<file path="src/rtl/bit_sync_dco.sv">
// Digitally controlled oscillator for the receive bit-synchroniser DPLL.
// Divides clk_high down to the local bit clock and slips its phase on loop-filter requests.
module bit_sync_dco #(
   parameter int DIV   = 16,
   parameter int CNT_W = 4
) (
   input  logic             clk_high,
   input  logic             rst,
   input  logic             ahead_in,
   input  logic             behind_in,
   output logic             clk_local,
   output logic             bit_tick,
   output logic             adv_ack,
   output logic             ret_ack,
   output logic [CNT_W-1:0] phase
);

   localparam logic [CNT_W:0] DIV_W  = (CNT_W + 1)'(DIV);
   localparam logic [CNT_W:0] HALF_W = (CNT_W + 1)'(DIV / 2);

   // [0],[1] form the synchroniser; [2] is the edge-detect history.
   logic [2:0]       a_sync_q;
   logic [2:0]       b_sync_q;
   logic             pend_a_q, pend_a_d;
   logic             pend_b_q, pend_b_d;
   logic             corr_done_q, corr_done_d;
   logic [CNT_W-1:0] phase_q, phase_d;
   logic             clk_local_q, clk_local_d;
   logic             bit_tick_q, bit_tick_d;
   logic             adv_ack_q, adv_ack_d;
   logic             ret_ack_q, ret_ack_d;

   logic             rise_a;
   logic             rise_b;
   logic             clr_a;
   logic             clr_b;
   logic [1:0]       step;
   logic [CNT_W:0]   sum;
   logic [CNT_W:0]   phase_ext;

   assign rise_a = a_sync_q[1] & ~a_sync_q[2];
   assign rise_b = b_sync_q[1] & ~b_sync_q[2];

   always_comb begin
      step      = 2'd1;
      clr_a     = 1'b0;
      clr_b     = 1'b0;
      adv_ack_d = 1'b0;
      ret_ack_d = 1'b0;
      // Opposing requests cancel each other and consume no correction slot.
      if (pend_a_q && pend_b_q) begin
         clr_a = 1'b1;
         clr_b = 1'b1;
      end else if (pend_a_q && !corr_done_q) begin
         step      = 2'd2;
         clr_a     = 1'b1;
         adv_ack_d = 1'b1;
      end else if (pend_b_q && !corr_done_q) begin
         step      = 2'd0;
         clr_b     = 1'b1;
         ret_ack_d = 1'b1;
      end

      sum         = {1'b0, phase_q} + (CNT_W + 1)'(step);
      phase_ext   = (sum >= DIV_W) ? (sum - DIV_W) : sum;
      phase_d     = phase_ext[CNT_W-1:0];
      bit_tick_d  = (phase_d < phase_q);
      clk_local_d = (phase_ext >= HALF_W);

      // The wrap opens a new period, so it wins over a correction applied on the same edge.
      if (bit_tick_d) begin
         corr_done_d = 1'b0;
      end else begin
         corr_done_d = corr_done_q | adv_ack_d | ret_ack_d;
      end

      pend_a_d = (pend_a_q & ~clr_a) | rise_a;
      pend_b_d = (pend_b_q & ~clr_b) | rise_b;
   end

   always_ff @(posedge clk_high or posedge rst) begin
      if (rst) begin
         a_sync_q    <= '0;
         b_sync_q    <= '0;
         pend_a_q    <= 1'b0;
         pend_b_q    <= 1'b0;
         corr_done_q <= 1'b0;
         phase_q     <= '0;
         clk_local_q <= 1'b0;
         bit_tick_q  <= 1'b0;
         adv_ack_q   <= 1'b0;
         ret_ack_q   <= 1'b0;
      end else begin
         a_sync_q    <= {a_sync_q[1:0], ahead_in};
         b_sync_q    <= {b_sync_q[1:0], behind_in};
         pend_a_q    <= pend_a_d;
         pend_b_q    <= pend_b_d;
         corr_done_q <= corr_done_d;
         phase_q     <= phase_d;
         clk_local_q <= clk_local_d;
         bit_tick_q  <= bit_tick_d;
         adv_ack_q   <= adv_ack_d;
         ret_ack_q   <= ret_ack_d;
      end
   end

   assign clk_local = clk_local_q;
   assign bit_tick  = bit_tick_q;
   assign adv_ack   = adv_ack_q;
   assign ret_ack   = ret_ack_q;
   assign phase     = phase_q;

endmodule

</file>
<file path="config.mk">
export PLATFORM = sky130hd
export DESIGN_NAME = bit_sync_dco
export DESIGN_NICKNAME = d
export VERILOG_FILES = /design/src/rtl/bit_sync_dco.sv
export SDC_FILE = /design/constraint.sdc
export NUM_CORES = 1
export LEC_CHECK = 0
export CORE_AREA = 2 2 39 41
export DETAILED_ROUTE_END_ITERATION = 8
export DIE_AREA = 0 0 41 43
export MAX_ROUTING_LAYER = met4
export PLACE_DENSITY = 0.72
export SYNTH_ARGS = -nofsm -noshare
export SYNTH_HDL_FRONTEND = slang
export SYNTH_SLANG_ARGS = --single-unit
</file>
<file path="constraint.sdc">
create_clock -name clk_high -period 3.4 [get_ports clk_high]
set_input_delay 0.68 -clock clk_high [delete_from_list [all_inputs] [get_ports clk_high]]
set_output_delay 0.68 -clock clk_high [all_outputs]
set_load 0.005 [all_outputs]
</file>
==> flow_metrics.tcl, run 1 <==
set metrics [dict create \
    cts_resized 0 \
    regArea_sq_um 425.4 \
    yosysMostFrequentCell "dfrtp_1" \
    avgSynthCellArea_sq_um 14.24 \
    ir_worst_vdd_uv 381.5 \
    vias_per_cell 4.882 \
    fmax_mhz 426.2 \
    intPower_uw 471.7 \
    fill_cells 128 \
    synth_top_area_share_pct 66.41 \
    slowest_delay_ns 0.43 \
    dp_cells 72 \
    worstPathArrival_ns 2.52 \
    seqPwrFrac_pct 45.5 \
    post-route-period-util_pct 69.01 \
    grt_pass1_wl_mm 1.545 \
    setup_ws_ns 1.054 \
    async_flop_share_pct 100.0 \
    hold_path.class "flop to flop" \
    power_density_nw_per_um2 864.1 \
    status "completed" \
    rsz0062_at_grt "false" \
    die_h_microns 43 \
    fin_crit_ns 2.346 \
    fp.coreArea_sq_um 1384 \
    synth_warnings 0 \
    ys_seq_elements 17 \
    drive_gt1_share_pct 8.333 \
    post-dp-hpwl_microns 638.1 \
    synth_cells 45 \
    place_ws_ns 1.062 \
    clk_latency_ns 0.29 \
    whs_ns 0.3545 \
    drcViolationCount 0 \
    timing.reg2reg.worst_path_depth 8 \
    p_sw_uw 218.1 \
    clkPwrFrac_pct 15.4 \
    initial_core_util_pct 46.29 \
    synth_area_leaders "dfrtp_1 (66%), ha_1 (7.8%), inv_1 (3.5%)" \
    drv_cap 0 \
    dr.pass1.iters 4 \
    die_area_sq_um 1763 \
    gp_congestion 0.6932 \
    fp.dieW_microns 41 \
    routed_wl_microns 908 \
    path_buf_inv 0 \
    synth_seq_area_share_pct 66.41 \
    crit_path_cell_trace "xor2_1, nand2b_1, ha_1, fa_1, ha_1, xor2_1, a221oi_1, a311oi_1" \
    required_ns 3.57 \
    numCtsBuffers 3 \
    combPwrFrac_pct 39.1 \
    yosysTopAreaCell "dfrtp_1" \
    power.leakage_uw 0.0003787 \
    p_sw_share_pct 31.62 \
    drtIter0Drc 4 \
    detail-route-antenna-nets 0 \
    startpoint_type "flop" \
    synth_fp_nets 54 \
    htreeDepth 1 \
    cp_top_family "adder cells" \
    ys.flop_type "dfrtp_1" \
    instances_no_fill 76 \
    hold_buffers 0 \
    finalHoldViolCount 0 \
    num_rows 14 \
    crit_slowest_cell "dfrtp_1" \
    vias 371 \
    tritoncts "built" \
    synth_common_cells "dfrtp_1 (17), inv_1 (6), ha_1 (4)" \
    wl_per_cell_microns 11.95 \
    clkTransAtPathRegs_ns 0.09 \
    slew_headroom_pct 58.86 \
    cp_max_fo 5 \
    port_buffers 11 \
    gr-usage-all-layers_pct 14.76 \
    drv_slew 0 \
    endpoint_kind "flop" \
    diodes 0 \
    setup_viol 0 \
    ios 12 \
    cts_sinks 17 \
    grt_pass1_vias 357 \
    whs_path_depth 0 \
    worst_pin_slew_ns 0.6164 \
    synth_cell_type_count 16 \
    multiInputGateArea_sq_um 192.7 \
    clk_path_buf_depth 2 \
    fin_tns_setup_ns 0 \
    crit_type "flop to flop" \
    synth-edff-count 0 \
    grt_overflow 0 \
    nets 70 \
    antenna_found_initial 0 \
    synth_area_sq_um 640.6 \
    grt_max_degree 18 \
    layout-area-overhead-vs-synth_pct 24.61 \
    cts_root_buf "clkbuf_4" \
    fin_skew_ns 0.001045 \
    post_cts_buffers 0 \
    path_depth 8 \
]
-- flip-flops by register name, summed over array words and instances, names as in the netlist --
| name | count |
|---|---|
| bit_tick | 1 |
| pend_b_q | 1 |
| phase | 4 |
| b_sync_q | 3 |
| clk_local | 1 |
| pend_a_q | 1 |
| a_sync_q | 3 |
| adv_ack | 1 |
| ret_ack | 1 |
| corr_done_q | 1 |
-- cells in the final DEF (no fill, tap or decap), drive strengths merged, types with 2 or more instances in the layout --
cell type	instances
xor2	2
inv	6
clkdlybuf4s50	11
o21ai	2
xnor2	2
nand3b	2
nor3b	2
clkbuf	3
ha	4
dfrtp	17
-- area by class of cell --
type                       count  area share, %
clock inverter                 1         0.6270
timing repair buffer          11          13.79
clock buffer                   3          2.821
tap                           16          2.508
sequential                    17          53.29
inverter                       6          2.821
multi-input combinational     22          24.14
-- metal layers --
metal  share of wire [%]  routed length [microns]  track usage [%]  up-vias
li1                    -                        -                -      178
met1                  44                      400            18.86      176
met2                  44                      400            17.81       12
met3                 6.8                       62            5.759        5
met4                 4.8                       44            12.00        0
met5                   0                        0                -        -
-- worst reg2reg max path: stages (launching register included) --
cell and delay [ns]:
dfrtp_1 0.43, xor2_1 0.22, nand2b_1 0.11, ha_1 0.20, fa_1 0.39, ha_1 0.32
xor2_1 0.15, a221oi_1 0.31, a311oi_1 0.09
-- power groups by stage --
| stage | clock [uW] | combinational, uW | sequential [uW] |
|---|---|---|---|
| 3_5_place_dp | 0 | 274 | 318 |
| 3_3_place_gp | 0 | 267 | 315 |
| 2_1_floorplan | 0 | 158 | 314 |
| 6_report | 106 | 270 | 314 |
| 4_1_cts | 112 | 279 | 314 |
| 5_1_grt | 120 | 317 | 324 |
-- logic make-up (layout without fill, tap and decap cells) --
group           after synthesis  count (layout)  synth area share, %
flops                        17              17                66.41
simple gates                  7               7                6.834
compound gates                6               6                6.837
buf+inv                       6              21                3.515
fa+ha+maj                     5               5                10.94
xor+xnor                      4               4                5.470
-- worst paths after layout --
| kind | from | endpoint | slack [ns] |
|---|---|---|---|
| max | pend_b_q | corr_done_q | 1.05 |
| min in group asynchronous | rst | pend_b_q | 0.75 |
| max in group asynchronous | rst | clk_local | 2.26 |
| max reg2reg | pend_b_q | corr_done_q | 1.05 |
| min | b_sync_q[0] | b_sync_q[1] | 0.35 |
| min reg2reg | b_sync_q[0] | b_sync_q[1] | 0.35 |
-- through the flow --
step / power [uW] / utilization, % / instance area [sq um]
floorplan: 472.5 / - / 640.6
global placement: 582.2 / 55.70 / 770.7
detailed placement: 592.2 / 55.70 / 770.7
CTS: 704.4 / 57.69 / 798.3
global route: 761.2 / 57.69 / 798.3
finish: 689.8 / 57.69 / 798.3
No activity file was read; power rests on OpenSTA's default activity.
==> run 2: changes to the inputs <==
CORE_AREA = not set   (was 2 2 39 41)
CORE_ASPECT_RATIO = 1.1   (was not set)
CORE_MARGIN = 1.5   (was not set)
CORE_UTILIZATION = 43   (was not set)
DIE_AREA = not set   (was 0 0 41 43)
PLACE_DENSITY = 0.67   (was 0.72)
clock period = 2 ns   (was 3.4 ns; I/O delays follow)
==> run 2 against run 1 <==
The flow now finishes with violations (negative setup slack). Non-clock buffer count increased by 10. Global-route usage increased by 2.1 points. Hold slack improved by 0.0086 ns. Clock power increased by 72%. Wire length increased by 11%. Flip-flop and latch count unchanged. Register-to-register slack got worse by 1.2 ns. Die area decreased by 1.8%. Core utilization increased by 7.7 points. First-iteration DRC count decreased by 50%. Via count increased by 9.4%.
==> flow_metrics.tcl, run 2 (synthesis results as in run 1) <==
set metrics [dict create \
    finalHoldViolCount 0 \
    fill_cells 112 \
    crit_type "flop to flop" \
    clk_latency_ns 0.29 \
    largest_reg_flops 4 \
    fin_crit_ns 2.132 \
    num_rows 14 \
    ir_worst_vdd_uv 1007 \
    clkTransAtPathRegs_ns 0.10 \
    gr-usage-all-layers_pct 16.86 \
    multiInputGateArea_sq_um 224.0 \
    htreeDepth 1 \
    setup_ws_ns -0.1319 \
    setup_viol 2 \
    die_h_microns 43.48 \
    diodes 0 \
    grt_max_degree 18 \
    whs_ns 0.3631 \
    die_area_sq_um 1731 \
    place_ws_ns -0.2152 \
    final_cell_mix "dfrtp_1 (17), clkdlybuf4s50_1 (11), buf_4 (10)" \
    antenna_found_initial 0 \
    status "finished, violations left" \
    initial_core_util_pct 46.29 \
    post-route-period-util_pct 106.6 \
    vias_per_cell 4.721 \
    cts_root_buf "clkbuf_4" \
    hold_path.class "flop to flop" \
    drv_cap 0 \
    nets 80 \
    gp_congestion 0.6205 \
    grt_pass1_vias 420 \
    detail-route-antenna-nets 0 \
    rsz0062_at_grt "true" \
    power.leakage_uw 0.0004273 \
    tritoncts "built" \
    violations "negative setup slack" \
    cp_max_fo 2 \
    layout_commonest_cell "dfrtp_1" \
    instances_no_fill 86 \
    regArea_sq_um 425.4 \
    required_ns 2.24 \
    drtIter0Drc 2 \
    endpoint_kind "flop" \
    rrSetupSlack_ns -0.13 \
    post-dp-hpwl_microns 722.7 \
    power_density_nw_per_um2 1510 \
    cts_sinks 17 \
    crit_path_cell_trace "xor2_1, nand2b_1, ha_2, fa_2, ha_4, xor2_2, a221oi_2, a31o_2" \
    wl_per_cell_microns 11.71 \
    vias 406 \
    drv_slew 0 \
    layout-area-overhead-vs-synth_pct 41.21 \
    fp.coreArea_sq_um 1384 \
    numCtsBuffers 3 \
    fin_skew_ns 0.01028 \
    fmax_mhz 469.1 \
    routed_wl_mm 1.007 \
    clk_path_buf_depth 2 \
    slowest_delay_ns 0.41 \
    dr.pass1.iters 2 \
    crit_slowest_cell "dfrtp_1" \
    worst_pin_slew_ns 0.6125 \
    worstPathArrival_ns 2.37 \
    startpoint_type "flop" \
    drcViolationCount 0 \
    slew_headroom_pct 59.12 \
    grt_pass1_wl_mm 1.780 \
    fp.dieW_microns 39.80 \
    drive_gt1_share_pct 28.57 \
    ios 12 \
    grt_overflow 0 \
    port_buffers 11 \
    dp_cells 77 \
]
==> run 2: worst paths after layout <==
check | cells after the start | to | from
max | 8 | bit_tick | pend_a_q
min | 0 | a_sync_q[1] | a_sync_q[0]
max reg2reg | 8 | bit_tick | pend_a_q
min reg2reg | 0 | a_sync_q[1] | a_sync_q[0]
max in group asynchronous | 2 | a_sync_q[2] | rst
min in group asynchronous | 2 | phase[2] | rst
==> run 2: final cells by class <==
cell class | count | area share, %
clock inverters | 1 | 0.5533
multi-input cells | 22 | 24.76
flip-flops and latches | 17 | 47.03
inverters | 6 | 2.490
clock buffers | 3 | 2.490
repair buffers | 21 | 20.47
well taps | 16 | 2.213
==> run 2: per-layer routing <==
layer | up-vias | part of all wire, % | GRT usage, %
li1 | 196 | - | -
met1 | 195 | 43 | 18.53
met2 | 11 | 52 | 25.25
met3 | 4 | 3.2 | 4.615
met4 | 0 | 2.3 | 12.41
met5 | - | 0 | -
==> run 2: critical path, delay by kind of cell, from the launching register on <==
| family | cells | cell delay, ns |
|---|---|---|
| DFF | 1 | 0.41 |
| xor gates and xnor gates | 2 | 0.34 |
| adders and majority gates | 3 | 0.78 |
| AOI/OAI and AO/OA | 2 | 0.44 |
| and+or+nand+nor | 1 | 0.10 |
==> run 2: metrics by stage <==
step | instance area [sq um] | power, uW | TNS (ns) | util [%]
after floorplan | 664.4 | 866.8 | -0.1139 | -
after global placement | 832.0 | 1098 | -0.3375 | 60.13
after detailed placement | 832.0 | 1135 | -0.4282 | 60.13
after CTS | 897.1 | 1379 | -0.2700 | 64.83
after global routing | 904.6 | 1500 | -0.5489 | 65.37
final | 904.6 | 1366 | -0.2529 | 65.37
==> run 2: timing repair <==
item / in CTS / in global routing
endpoints found under the setup margin: 2 / 2
hold buffers: 0 / 0
cloned: 0 / 0
gates resized for setup: 1 / 0
buffers inserted: 4 / 1
pin swaps: 5 / 3
==> run 2: where the power goes <==
group | internal (uW) | leakage (uW) | switching, uW
Combinational | 406 | 0.000205 | 250
Sequential | 444 | 0.000205 | 83.6
Clock | 74.4 | 0.0000177 | 108
==> run 3: changes to the inputs <==
CORE_MARGIN = 3   (was 1.5)
==> run 3 against run 2 <==
Sequential share of layout area down 1.4 points. Wire length up 9.9%. The flow still finishes with violations (negative setup slack). Largest power group unchanged. Clock power fell by 4%. Sequential power up 2%. Non-clock buffer count is 3 higher. Highest routed layer unchanged.
==> flow_metrics.tcl, run 3 (synthesis results as in run 1) <==
set metrics [dict create \
    wl_per_cell_microns 12.58 \
    endpoint_kind "flop" \
    hold_path.class "flop to flop" \
    routed_wl_mm 1.107 \
    cp_top_family "adder cells" \
    total_power_uw 1399 \
    fin_skew_ns 0.005689 \
    crit_path_cell_trace "xor2_2, nand2b_1, ha_2, fa_2, ha_4, xor2_2, a221oi_2, a31o_2" \
    drv_cap 0 \
    place_ws_ns -0.1606 \
    gp_congestion 0.6581 \
    drive_gt1_share_pct 31.51 \
    cts_root_buf "clkbuf_4" \
    numCtsBuffers 3 \
    ios 12 \
    dr.pass1.iters 4 \
    die_area_sq_um 1989 \
    grt_pass1_vias 463 \
    finalHoldViolCount 0 \
    dr_wl_met3_microns 50 \
    antenna_found_initial 0 \
    clkTransAtPathRegs_ns 0.09 \
    worstReg2RegStart "pend_a_q" \
    clk_latency_ns 0.28 \
    violations "negative setup slack" \
    fmax_mhz 466.8 \
    grt_max_degree 18 \
    whs_ns 0.3654 \
    fp.dieW_microns 42.80 \
    ir_worst_vdd_uv 1049 \
    final_cell_mix "dfrtp_1 (17), buf_4 (13), clkdlybuf4s50_1 (11)" \
    fp.coreArea_sq_um 1285 \
    gr-usage-all-layers_pct 14.55 \
    port_buffers 11 \
    drtIter0Drc 7 \
    fin_tns_setup_ns -0.2772 \
    num_rows 13 \
    power_density_nw_per_um2 1501 \
    worstPathArrival_ns 2.37 \
    layout-area-overhead-vs-synth_pct 45.51 \
    grt_overflow 0 \
    wl_met1_microns 442 \
    min_from "b_sync_q[0]" \
    cp_max_fo 2 \
    layout_commonest_cell "dfrtp_1" \
    die_h_microns 46.48 \
    clk_path_buf_depth 2 \
    worst_pin_slew_ns 0.6149 \
    slew_headroom_pct 58.96 \
    tritoncts "built" \
    crit_type "flop to flop" \
    vias 443 \
    post-route-period-util_pct 107.1 \
    startpoint_type "flop" \
    crit_top_cell "xor2_2" \
    diodes 0 \
    htreeDepth 1 \
    crit_slowest_cell "dfrtp_1" \
    cts_sinks 17 \
    initial_core_util_pct 49.85 \
    setup_ws_ns -0.1424 \
    fin_crit_ns 2.142 \
    power.leakage_uw 0.0004397 \
    top_layer_used "met4" \
    required_ns 2.23 \
    path_buf_inv 0 \
    drcViolationCount 0 \
    setup_viol 2 \
    status "finished, violations left" \
    detail-route-antenna-nets 0 \
    grt_pass1_wl_mm 2.014 \
    met2WireLength_microns 603 \
    largest_reg_flops 4 \
    vias_per_cell 5.034 \
    drv_slew 0 \
    nets 83 \
    slowest_delay_ns 0.42 \
    crit_path_start "pend_a_q" \
    rsz0062_at_grt "true" \
    hold_buffers 0 \
]
-- run 3: power by group --
group / switching [uW] / leakage [uW] / internal, uW / total (uW)
registers: 94.5 / 0.000205 / 444 / 539
logic: 257 / 0.000220 / 428 / 686
clock network: 97.5 / 0.0000150 / 77.3 / 175
total: 449 / 0.000440 / 950 / 1400
-- run 3: worst reg2reg max path: cells and delay by family (launching register included) --
kind	cells	cell delay, ns
xor+xnor	2	0.32
flops	1	0.42
compound gates	2	0.45
simple gates	1	0.11
fa+ha+maj	3	0.80
-- run 3: per-layer routing --
metal | global-route usage (%) | up-vias
li1 | - | 206
met1 | 15.62 | 223
met2 | 26.95 | 12
met3 | 2.344 | 2
met4 | 5.590 | 0
met5 | - | -
-- run 3: area by class of cell --
type / count / area, sq um
clock buffer: 4 / 26.28
fill: 89 / 352.8
inverter: 6 / 22.52
multi-input combinational: 22 / 231.5
sequential: 17 / 425.4
tap: 15 / 18.77
timing repair buffer: 24 / 207.7
-- run 3: final timing paths --
check | to | slack (ns) | cells after the start
max | bit_tick | -0.14 | 8
min | b_sync_q[1] | 0.37 | 0
max reg2reg | bit_tick | -0.14 | 8
min reg2reg | b_sync_q[1] | 0.37 | 0
max in group asynchronous | a_sync_q[2] | 1.12 | 2
min in group asynchronous | phase[3] | 0.48 | 2
-- run 3: per-stage QoR --
step,cells,utilization [%],cell area [sq um]
global route,88,72.54,932.1
finish,88,72.54,932.1
global placement,77,65.24,838.3
floorplan,45,-,664.4
CTS,87,71.37,917.1
detailed placement,77,65.24,838.3
-- run 3: repair_timing --
item | 4_1_cts | 5_1_grt
gates resized for setup | 1 | 1
endpoints found under the setup margin | 2 | 4
setup buffers | 6 | 1
endpoints found under the hold margin | 0 | 0
pin swaps | 5 | 3
